--- src/rtl/mux4_arb_pkg.sv ---
// rtl/mux4_arb_pkg.sv - shared types and round-robin pick helper for mux4_rr_arbiter
//
// Purpose: FSM state enum, request vector type, requester count and the
// rotating first-set-bit search used by the arbiter.
// Ports: none (package).
package mux4_arb_pkg;

  localparam int NREQ_C = 4;

  typedef enum logic {
    IDLE  = 1'b0,
    GRANT = 1'b1
  } arb_state_t;

  typedef logic [3:0] req_vec_t;

  // Returns {found, idx}: the first set bit of req scanning ptr, ptr+1, ...
  // modulo 4. Walking the offsets from the far end lets the nearest hit
  // overwrite any farther one.
  function automatic logic [2:0] rr_pick(input req_vec_t req, input logic [1:0] ptr);
    logic [2:0] res;
    logic [1:0] idx;
    res = 3'b000;
    for (int i = 3; i >= 0; i--) begin
      idx = ptr + 2'(i);
      if (req[idx]) res = {1'b1, idx};
    end
    return res;
  endfunction

endpackage

--- src/rtl/mux4.sv ---
// rtl/mux4.sv - 4-way 1-bit multiplexer datapath
//
// Purpose: routes one of four data bits to the output.
// Ports:
//   d   - four candidate data bits
//   sel - index of the bit to route
//   y   - d[sel]
module mux4 (
  input  logic [3:0] d,
  input  logic [1:0] sel,
  output logic       y
);

  always_comb begin
    y = 1'b0;
    case (sel)
      2'd0: y = d[0];
      2'd1: y = d[1];
      2'd2: y = d[2];
      2'd3: y = d[3];
      default: y = 1'b0;
    endcase
  end

endmodule

--- src/rtl/mux4_rr_arbiter.sv ---
// rtl/mux4_rr_arbiter.sv - four-requester round-robin arbiter driving a mux4 select
//
// Purpose: grants the shared 1-bit mux path to one requester at a time,
// holding the grant while that requester keeps req high, and routes the
// owner's data bit to out.
// Optional feature macro: MUX4_ARB_TIMEOUT_EN (bounds a grant to HOLD_MAX
// cycles when another requester is waiting).
// Ports:
//   clk     - clock, all state changes on the rising edge
//   rst     - synchronous active-high reset
//   req     - per-requester request, bit i is requester i
//   data_in - per-requester data bit
//   grant   - registered one-hot grant, zero when idle
//   select  - registered mux select, index of the owner
//   busy    - registered, high while a grant is active
//   out     - data_in[select] while busy, else 0
module mux4_rr_arbiter
  import mux4_arb_pkg::*;
#(
  parameter int NREQ     = 4,
  parameter int HOLD_MAX = 8
) (
  input  logic       clk,
  input  logic       rst,
  input  logic [3:0] req,
  input  logic [3:0] data_in,
  output logic [3:0] grant,
  output logic [1:0] select,
  output logic       busy,
  output logic       out
);

  generate
    if (NREQ != NREQ_C) begin : g_nreq_chk
      $error("mux4_rr_arbiter: NREQ must be 4 to match the mux width");
    end
    if (HOLD_MAX < 1 || HOLD_MAX > 255) begin : g_hold_chk
      $error("mux4_rr_arbiter: HOLD_MAX must be in 1..255");
    end
  endgenerate

  arb_state_t state_q, state_d;
  req_vec_t   grant_q, grant_d;
  logic [1:0] select_q, select_d;
  logic       busy_q, busy_d;
  logic [1:0] ptr_q, ptr_d;

  logic [2:0] pick;
  logic       new_grant;
  req_vec_t   others;

  // Requests from everyone except the current owner.
  assign others = req & ~grant_q;

`ifdef MUX4_ARB_TIMEOUT_EN
  localparam logic [7:0] HOLD_LAST = 8'(HOLD_MAX - 1);
  logic [7:0] hold_q, hold_d;
  logic       preempt;

  assign preempt = (hold_q >= HOLD_LAST) && (others != '0);
`endif

  always_comb begin
    state_d   = state_q;
    grant_d   = grant_q;
    select_d  = select_q;
    busy_d    = busy_q;
    ptr_d     = ptr_q;
    pick      = 3'b000;
    new_grant = 1'b0;

    case (state_q)
      IDLE: begin
        pick      = rr_pick(req, ptr_q);
        new_grant = pick[2];
      end
      GRANT: begin
        if (!req[select_q]) begin
          // Owner left: hand over in the same edge, scanning past the owner.
          pick = rr_pick(req, select_q + 2'd1);
          if (pick[2]) begin
            new_grant = 1'b1;
          end else begin
            state_d = IDLE;
            grant_d = '0;
            busy_d  = 1'b0;
          end
        end
`ifdef MUX4_ARB_TIMEOUT_EN
        else if (preempt) begin
          pick      = rr_pick(others, select_q + 2'd1);
          new_grant = 1'b1;
        end
`endif
      end
      default: begin
        state_d = IDLE;
        grant_d = '0;
        busy_d  = 1'b0;
      end
    endcase

    if (new_grant) begin
      state_d  = GRANT;
      grant_d  = req_vec_t'(4'b0001 << pick[1:0]);
      select_d = pick[1:0];
      busy_d   = 1'b1;
      ptr_d    = pick[1:0] + 2'd1;
    end
  end

`ifdef MUX4_ARB_TIMEOUT_EN
  // Counts cycles of the current grant; parks at HOLD_LAST when nobody
  // else is waiting so the owner keeps the path.
  always_comb begin
    hold_d = hold_q;
    if (new_grant) begin
      hold_d = '0;
    end else if (state_q == GRANT && hold_q < HOLD_LAST) begin
      hold_d = hold_q + 8'd1;
    end
  end
`endif

  always_ff @(posedge clk) begin
    if (rst) begin
      state_q  <= IDLE;
      grant_q  <= '0;
      select_q <= 2'd0;
      busy_q   <= 1'b0;
      ptr_q    <= 2'd0;
`ifdef MUX4_ARB_TIMEOUT_EN
      hold_q   <= '0;
`endif
    end else begin
      state_q  <= state_d;
      grant_q  <= grant_d;
      select_q <= select_d;
      busy_q   <= busy_d;
      ptr_q    <= ptr_d;
`ifdef MUX4_ARB_TIMEOUT_EN
      hold_q   <= hold_d;
`endif
    end
  end

  logic mux_y;

  mux4 u_mux4 (
    .d   (data_in),
    .sel (select_q),
    .y   (mux_y)
  );

  assign grant  = grant_q;
  assign select = select_q;
  assign busy   = busy_q;
  assign out    = busy_q & mux_y;

endmodule

--- config.mk ---
export PLATFORM = sky130hd
export DESIGN_NAME = mux4_rr_arbiter
export DESIGN_NICKNAME = d
export VERILOG_FILES = /design/src/rtl/mux4_arb_pkg.sv /design/src/rtl/mux4.sv /design/src/rtl/mux4_rr_arbiter.sv
export SDC_FILE = /design/constraint.sdc
export NUM_CORES = 1
export LEC_CHECK = 0
export ABC_AREA = 1
export CORE_AREA = 5 5 52 54
export DETAILED_ROUTE_END_ITERATION = 12
export DIE_AREA = 0 0 57 59
export PLACE_DENSITY = 0.8
export SLEW_MARGIN = 30
export SYNTH_ARGS = -nofsm -noshare
export SYNTH_HDL_FRONTEND = slang
export SYNTH_SLANG_ARGS = --single-unit
--- constraint.sdc ---
create_clock -name clk -period 1.88 [get_ports clk]
set_input_delay 0.376 -clock clk [delete_from_list [all_inputs] [get_ports clk]]
set_output_delay 0.376 -clock clk [all_outputs]
set_load 0.1 [all_outputs]
==> results.yml, run 1 <==
outcome:
  outcome: "finished clean"
job:
  drv_cap: 0
critical_path:
  crit_path_max_fanout: 5
  required_ns: 2.02
  slowest_stage: "dfxtp_4"
  rr_startpoint: "select[0]"
  endpoint: "grant[2]"
  cp-startpoint: "select[0]"
  ff2ff_path_depth: 16
  worst_path_largest_cell_delay_ns: 0.37
  critical_path.most_common_cell: "nand2_2"
  r2r_slack_ns: 0.08
  setup.worst_path.start_class: "register"
  cp-end-kind: "register"
  path_cells: "inv_6 > ha_4 > inv_4 > nand2_2 > nand2_2 > nand2_2 > nand2_1 > nand3_1 > nand2_1 > nand2_1 > nand2_1 > nand2_2 > inv_2 > ha_4 > nand2_2 > a21oi_2"
  r2r_end: "grant[2]"
  critPathArrivalTime_ns: 1.94
  path_class: "reg2reg"
global_routing:
  grt_start_max_net_pins: 12
  use_met3: 0.0436
  gr-usage-met1: 0.173
  grt_pass1_vias: 1023
  busiest_layer: "met2"
  antenna_found_initial: 0
  use_met2: 0.285
  grtUsageTotal: 0.152
  gr-total-overflow: 0
  grt_pass1_wl_um: 4150
clock_tree:
  clkSlewWorstSetupHoldPaths_ns: 0.06
  clock_latency_ns: 0.26
  clock_sinks: 10
  clockBufferDepth: 2
  cts-root-buf: "clkbuf_4"
  hold_buffers: 0
  cts_tree: "done"
  cts_inserted_buffers: 3
  htree_levels: 1
logic_synthesis:
  ys_seq_elements: 10
  synth_common_cells: "nand2_1, inv_1, dfxtp_1"
  synth_edf_count: 0
  synth_cells: 155
  yosysTopAreaCell: "nand2_1"
  synth_most_common_cell: "nand2_1"
  yosys-top-cells-area: "nand2_1, dfxtp_1, ha_1"
  async_reset_ff_frac: 0
  synth_cell_types: 29
  seq_area_frac_synth: 0.211
  netlist_area_um2: 950
  yosysTopAreaCellShare: 0.245
  synth_area_per_cell_um2: 6.13
  syn_nets: 171
  synth_warnings: 0
  synthFlopType: "dfxtp_1"
timing:
  fin_skew_ns: 0.00116
  fin_crit_sh: 0.957
  setup_tns_ns: 0
  fmax_mhz: 556
  maxSlewViolCount: 0
  hold_viol_final: 0
  worstMarginPinSlew_ns: 0.447
  period_needed_ns: 1.80
  relSlewSlack: 0.701
  setup_violations: 0
detailed_routing:
  drtIter0Drc: 32
  via_count: 1069
  wl_um: 2420
  first_pass_iters: 4
  drc: 0
  final_antenna_net_count: 0
  wl_per_cell_um: 11.2
  avgViaCountPerCell: 4.93
layout:
  fillCellCount: 187
  drive_gt1_frac: 0.418
  area_delta_synth_final_pct: 52.8
  final_nets: 206
  diodes: 0
floorplan:
  die_x_um: 57
  die_area_um2: 3360
  die_y_um: 59
  initial_core_util: 0.438
  core_area_um2: 2170
  ios: 18
  rows: 17
hold_path:
  holdCritPathClass: "reg2reg"
  holdCritStartpoint: "grant[0]"
place:
  port_buffers: 17
  dpl.hpwl_um: 1870
  place.gp.congestion: 0.822
-- cell families (layout without fill, tap and decap cells) --
kind of cell               Yosys count  in the layout  share of synthesized area
and+or+nand+nor                     90             90                      0.436
buffers and inverters               26             60                      0.108
DFF                                 10             10                      0.211
adders and majority gates            6              6                     0.0790
AOI/OAI and AO/OA                   23             23                      0.166
-- metrics by stage --
step           hold slack [ns]  std cells  setup WS [ns]  cell area, um^2   util
4_1_cts                  0.465        214         0.0187             1350  0.622
5_1_grt                  0.508        217        -0.0451             1450  0.669
3_3_place_gp             0.450        210         -0.221             1310  0.605
2_1_floorplan            0.564        155         -0.170             1010      -
3_5_place_dp             0.455        210         -0.234             1310  0.605
6_report                 0.465        217         0.0807             1450  0.669
-- worst max-delay path, delay by kind of cell (launching register included) --
kind / cells / cell delay (ns)
AO/OA/AOI/OAI: 1 / 0.05
AND/OR/NAND/NOR: 10 / 0.66
adder cells (fa/ha/maj): 2 / 0.45
buffers and inverters: 3 / 0.16
flip-flops: 1 / 0.37
-- worst min path at each step --
| stage | end | slack (ns) | cells past startpoint |
|---|---|---|---|
| floorplan | ptr_q[1] | 0.56 | 2 |
| global placement | grant[1] | 0.45 | 2 |
| detailed placement | grant[0] | 0.46 | 2 |
| CTS | grant[0] | 0.47 | 2 |
| global route | busy | 0.51 | 2 |
| finish | grant[0] | 0.46 | 2 |
-- registers in the layout (all words and copies together), names as in the netlist --
name     count
busy         1
select       2
state_q      1
ptr_q        2
grant        4
-- placed cells by master, fill, tap and decap left out, drive strengths merged --
cell type | synthesis | layout
nand3 | 10 | 10
nand3b | 1 | 1
buf | 2 | 23
a31oi | 1 | 1
clkdlybuf4s50 | 0 | 5
dfxtp | 10 | 10
nand2 | 68 | 68
o21bai | 2 | 2
o21ai | 7 | 7
clkinv | 1 | 1
clkbuf | 0 | 4
a211oi | 1 | 1
a21oi | 11 | 11
ha | 6 | 6
a21boi | 1 | 1
inv | 23 | 23
nand4 | 2 | 2
and2 | 2 | 2
dlymetal6s2s | 0 | 4
nor2 | 7 | 7
-- layout make-up --
cell class,count,area (um^2),area share
repair buffers,32,318,0.219
inverters,24,98.8,0.0681
flip-flops and latches,10,209,0.144
well taps,28,35.0,0.0241
clock buffers,4,36.3,0.0250
multi-input cells,119,754,0.520
-- layer usage --
layer / part of all wire / wire length (um) / vias up
met5: 0 / 0 / -
met3: 0.047 / 114 / 2
met4: 0.0021 / 5 / 0
met2: 0.55 / 1330 / 25
li1: - / - / 556
met1: 0.40 / 973 / 486
-- timing repair --
action / 4_1_cts / 5_1_grt
gates resized for setup: 0 / 30
endpoints found under the setup margin: 0 / 10
buffers inserted: 0 / 3
Power of run 1 is not shown: default switching activity piles up to over one toggle a cycle in this logic, so the estimate is an artifact.
==> run 2: changes to the inputs <==
--- a/config.mk
+++ b/config.mk
@@ -5,12 +5,12 @@
 export SDC_FILE = /design/constraint.sdc
 export NUM_CORES = 1
 export LEC_CHECK = 0
-export ABC_AREA = 1
-export CORE_AREA = 5 5 52 54
+export CORE_AREA = 5 5 48 50
 export DETAILED_ROUTE_END_ITERATION = 12
-export DIE_AREA = 0 0 57 59
-export PLACE_DENSITY = 0.8
+export DIE_AREA = 0 0 53 55
+export PLACE_DENSITY = 0.79
 export SLEW_MARGIN = 30
 export SYNTH_ARGS = -nofsm -noshare
 export SYNTH_HDL_FRONTEND = slang
 export SYNTH_SLANG_ARGS = --single-unit
+export TNS_END_PERCENT = 100
==> run 2 against run 1 <==
Net effect:
- the flow now finishes with violations (negative setup slack)
- first-iteration DRC count decreased by 41%
- clock-buffer cell count unchanged
- final area decreased by 10%
- critical path depth decreased by 10
- highest routed layer unchanged
- sequential share of layout area increased by 1.7 points
- cell count decreased by 25%
- wire length decreased by 2.8%
- global-route usage increased by 3.4 points
- clock skew decreased by 0.00065 ns
- largest cell class unchanged
==> results.yml, run 2 <==
outcome:
  outcome: "complete, but fails checks"
  violations: "negative setup slack"
critical_path:
  critPathArrivalTime_ns: 1.64
  path_class: "reg2out"
  setup.worst_path.start_class: "register"
  crit_path_max_fanout: 5
  cp-end-kind: "output pin"
  required_ns: 1.50
layout:
  multi_input_area_um2: 581
  layout_common_cells: "buf_4, nor2_1, a21oi_1"
  final_util: 0.699
  fillCellCount: 156
  regArea_um2: 209
  stdcell_area_um2: 1300
  largest_reg_flops: 4
  final_common_cell: "buf_4"
  final_nets: 152
  area_delta_synth_final_pct: 73.3
  drive_gt1_frac: 0.407
  diodes: 0
floorplan:
  initial_core_util: 0.403
  ios: 18
  die_y_um: 55
  core_area_um2: 1860
  die_x_um: 53
  die_area_um2: 2920
  rows: 16
timing:
  hold_viol_final: 0
  setup_violations: 6
  setup_tns_ns: -0.487
  fmax_mhz: 495
  fin_ws_ns: -0.140
  maxSlewViolCount: 0
  worstMarginPinSlew_ns: 0.404
  period_needed_ns: 2.02
  fin_crit_sh: 1.07
  rsz0062_at_grt: "true"
  relSlewSlack: 0.730
  fin_skew_ns: 0.000505
place:
  dpl.hpwl_um: 1550
  place_ws_ns: -0.502
  port_buffers: 17
  place_area_um2: 1150
  place.gp.congestion: 0.862
logic_synthesis:
  synth_edf_count: 0
  ys_seq_elements: 10
  yosys-top-cells-area: "dfxtp_1, ha_1, a21oi_1"
  synth_common_cells: "nor2_1, a21oi_1, dfxtp_1"
  synthFlopType: "dfxtp_1"
  seq_area_frac_synth: 0.267
  synth_most_common_cell: "nor2_1"
  netlist_area_um2: 751
  synth_cell_types: 35
  synth_cells: 97
  syn_nets: 113
  synth_area_per_cell_um2: 7.74
  yosysTopAreaCellShare: 0.267
  yosysTopAreaCell: "dfxtp_1"
  synth_warnings: 0
  async_reset_ff_frac: 0
global_routing:
  antenna_found_initial: 0
  grt_pass1_vias: 886
  grtUsageTotal: 0.186
  grt_start_max_net_pins: 12
  grt_pass1_wl_um: 3840
  gr-total-overflow: 0
clock_tree:
  cts_inserted_buffers: 3
  clockBufferDepth: 2
  htree_levels: 1
  clock_latency_ns: 0.26
  clkSlewWorstSetupHoldPaths_ns: 0.06
  cts-root-buf: "clkbuf_4"
  clock_sinks: 10
  hold_buffers: 0
  cts_tree: "done"
detailed_routing:
  via_count: 909
  drc: 0
  wl_um: 2360
  first_pass_iters: 4
  avgViaCountPerCell: 5.61
  final_antenna_net_count: 0
  drtIter0Drc: 19
  wl_per_cell_um: 14.5
power:
  vdd_drop_max_uv: 619
  p_per_area_nw_per_um2: 878
  p_leak_nw: 0.531
hold_path:
  holdCritPathClass: "reg2reg"
job:
  drv_cap: 0
==> run 2: cell count changes after synthesis, moves of 5 or more <==
cell,delta
nand2_1,-55
inv_1,-14
nand3_1,-8
nor2_1,+7
clkbuf_1,+5
o21ai_1,-5
==> run 2: cell families after synthesis <==
| group | after synthesis | share of synthesized area |
|---|---|---|
| AND/OR/NAND/NOR | 34 | 0.233 |
| buffers and inverters | 12 | 0.0633 |
| flip-flops | 10 | 0.267 |
| adder cells (fa/ha/maj) | 6 | 0.100 |
| multiplexers | 2 | 0.0433 |
| AO/OA/AOI/OAI | 33 | 0.293 |
==> run 2: power by group <==
| group | internal, mW | switching, mW | total [mW] | leakage [nW] |
|---|---|---|---|---|
| Sequential | 0.245 | 0.0370 | 0.282 | 0.0842 |
| Clock | 0.0819 | 0.0690 | 0.151 | 0.0150 |
| Combinational | 0.316 | 0.393 | 0.709 | 0.432 |
==> run 2: routing by layer <==
| metal | vias to the layer above | track usage | part of all wire |
|---|---|---|---|
| met5 | - | 0 | 0 |
| met3 | 14 | 0.0429 | 0.073 |
| li1 | 430 | - | - |
| met4 | 0 | 0.128 | 0.040 |
| met1 | 418 | 0.191 | 0.37 |
| met2 | 47 | 0.337 | 0.51 |
==> run 2: worst paths after layout <==
kind | start | slack [ns] | to | cells after the start
worst max register to register | select[0] | -0.12 | grant[2] | 9
worst max-delay path | select[1] | -0.14 | out | 6
worst min register to register | busy | 0.51 | busy | 2
worst min-delay path | busy | 0.51 | busy | 2
==> run 2: timing repair <==
| item | CTS | global route |
|---|---|---|
| setup endpoints to repair | 8 | 8 |
| gates resized for setup | 19 | 1 |
| cloned | 0 | 0 |
| pin swaps | 7 | 1 |
| setup buffers | 7 | 0 |
| hold endpoints to repair | 0 | 0 |
==> run 2: stage by stage <==
step           total power [mW]  instances  hold WS (ns)
2_1_floorplan             0.680         97         0.478
3_3_place_gp              0.891        151         0.481
3_5_place_dp              0.910        151         0.499
4_1_cts                    1.13        162         0.517
5_1_grt                    1.21        162         0.548
6_report                   1.14        162         0.511
==> run 2: critical path, cell delays in order, from the launching register on <==
cell and delay, ns:
dfxtp_4 0.35, buf_6 0.14, ha_4 0.15, a222oi_1 0.31, o21ai_1 0.13, and2_4 0.15, buf_12 0.16
==> run 2: layout make-up <==
cell class	count	area share
multi-input cells	75	0.446
repair buffers	40	0.326
flip-flops and latches	10	0.161
well taps	27	0.0260
inverters	6	0.0212
clock buffers	4	0.0202
(Power assumes the default switching activity.)
==> run 3: changes to the inputs <==
--- a/config.mk
+++ b/config.mk
@@ -8,6 +8,7 @@
 export CORE_AREA = 5 5 48 50
 export DETAILED_ROUTE_END_ITERATION = 12
 export DIE_AREA = 0 0 53 55
+export GPL_TIMING_DRIVEN = 0
 export PLACE_DENSITY = 0.79
 export SLEW_MARGIN = 30
 export SYNTH_ARGS = -nofsm -noshare
==> run 3 against run 2 <==
Net effect:
- the flow still finishes with violations (negative setup slack)
- first-iteration DRC count is 16% lower
- hold slack worse by 0.017 ns
- critical path depth is 1 higher
- final area is 8.2% lower
- flip-flop and latch count stayed put
- combinational power is 9.6% lower
- fmax is 3.3% lower
- non-clock buffer count is 5 lower
- sequential share of layout area is 1.4 points higher
==> results.yml, run 3 (synthesis results as in run 2) <==
timing:
  rsz0062_at_grt: "true"
  setup_tns_ns: -1.11
  maxSlewViolCount: 0
  fin_ws_ns: -0.209
  worstMarginPinSlew_ns: 0.953
  period_needed_ns: 2.09
  fmax_mhz: 479
  relSlewSlack: 0.367
  fin_skew_ns: 0.00313
  fin_crit_sh: 1.11
  hold_viol_final: 0
  setup_violations: 7
layout:
  stdcell_count: 157
  fillCellCount: 176
  diodes: 0
  area_delta_synth_final_pct: 59.2
  final_nets: 147
  largest_reg_flops: 4
  stdcell_area_um2: 1190
  drive_gt1_frac: 0.354
  regArea_um2: 209
  multi_input_area_um2: 568
  final_common_cell: "nor2_1"
  layout_common_cells: "nor2_1, buf_4, a21oi_1"
place:
  place_area_um2: 987
  port_buffers: 16
  placed_cells: 140
  dpl.hpwl_um: 1350
  place.gp.congestion: 0.803
outcome:
  outcome: "complete, but fails checks"
  violations: "negative setup slack"
detailed_routing:
  drc: 0
  met3_length_um: 84
  via_count: 837
  drtIter0Drc: 16
  first_pass_iters: 4
  met1_length_um: 850
  avgViaCountPerCell: 5.33
  wl_met2_um: 1130
  wl_per_cell_um: 13.3
  wl_um: 2090
  highest_layer: "met4"
  final_antenna_net_count: 0
critical_path:
  cp-end-kind: "register"
  crit_path_max_fanout: 6
  path_class: "reg2reg"
  setup.worst_path.start_class: "register"
  critPathArrivalTime_ns: 2.28
  required_ns: 2.07
floorplan:
  rows: 16
  core_area_um2: 1860
  ios: 18
  die_y_um: 55
  initial_core_util: 0.403
  die_x_um: 53
  die_area_um2: 2920
power:
  p_per_area_nw_per_um2: 935
  p_leak_nw: 0.498
  power_mw: 1.12
  vdd_drop_max_uv: 665
clock_tree:
  cts_tree: "done"
  cts-root-buf: "clkbuf_4"
  cts_inserted_buffers: 3
  clkSlewWorstSetupHoldPaths_ns: 0.07
  clockBufferDepth: 2
  htree_levels: 1
  clock_sinks: 10
  clock_latency_ns: 0.26
global_routing:
  antenna_found_initial: 0
  gr-total-overflow: 0
  grt_start_max_net_pins: 11
  grt_pass1_wl_um: 3220
  grt_pass1_vias: 776
  grtUsageTotal: 0.150
job:
  drv_cap: 0
hold_path:
  holdCritPathClass: "in2reg"
-- run 3: repair_timing --
action | 4_1_cts | 5_1_grt
gates resized for setup | 34 | 15
endpoints found under the setup margin | 15 | 13
pin swaps | 11 | 7
gates cloned | 0 | 0
buffers inserted | 10 | 3
hold buffers | 0 | 0
hold endpoints to repair | 0 | 0
-- run 3: worst paths after layout --
| path | cells past startpoint | endpoint | startpoint | slack (ns) |
|---|---|---|---|---|
| worst max-delay path | 7 | ptr_q[1] | select[0] | -0.21 |
| worst max register to register | 7 | ptr_q[1] | select[0] | -0.21 |
| worst min-delay path | 2 | grant[3] | rst | 0.49 |
| worst min register to register | 2 | grant[0] | grant[0] | 0.50 |
-- run 3: worst max-delay path, stage by stage (launching register included) --
cell and delay (ns):
dfxtp_4 0.38, buf_6 0.13, mux4_2 0.54, nor4_2 0.26
nand2_1 0.14, o21ai_4 0.11, ha_2 0.30, a211oi_2 0.16
-- run 3: cell type report --
type,count,share of cell area
Timing Repair Buffer,29,0.227
Sequential cell,10,0.175
Buffer,6,0.0366
Clock buffer,4,0.0304
Multi-Input combinational cell,75,0.475
Tap cell,27,0.0283
Inverter,6,0.0272
-- run 3: power breakdown --
group	switching, mW	total (mW)	leakage [nW]	internal (mW)
sequential	0.0325	0.278	0.0842	0.245
clock	0.0805	0.198	0.0210	0.118
combinational	0.375	0.641	0.392	0.267
-- run 3: metal layers --
metal,vias up,GRT usage
met5,-,0
met4,0,0.0766
met3,4,0.0241
met2,19,0.277
met1,397,0.167
li1,417,-
-- run 3: per-stage QoR --
step	utilization	hold WS [ns]	setup WS, ns
final	0.642	0.494	-0.209
after global routing	0.642	0.541	-0.273
after CTS	0.614	0.500	-0.163
after detailed placement	0.530	0.488	-0.881
after floorplan	-	0.478	-0.261
after global placement	0.530	0.473	-0.844
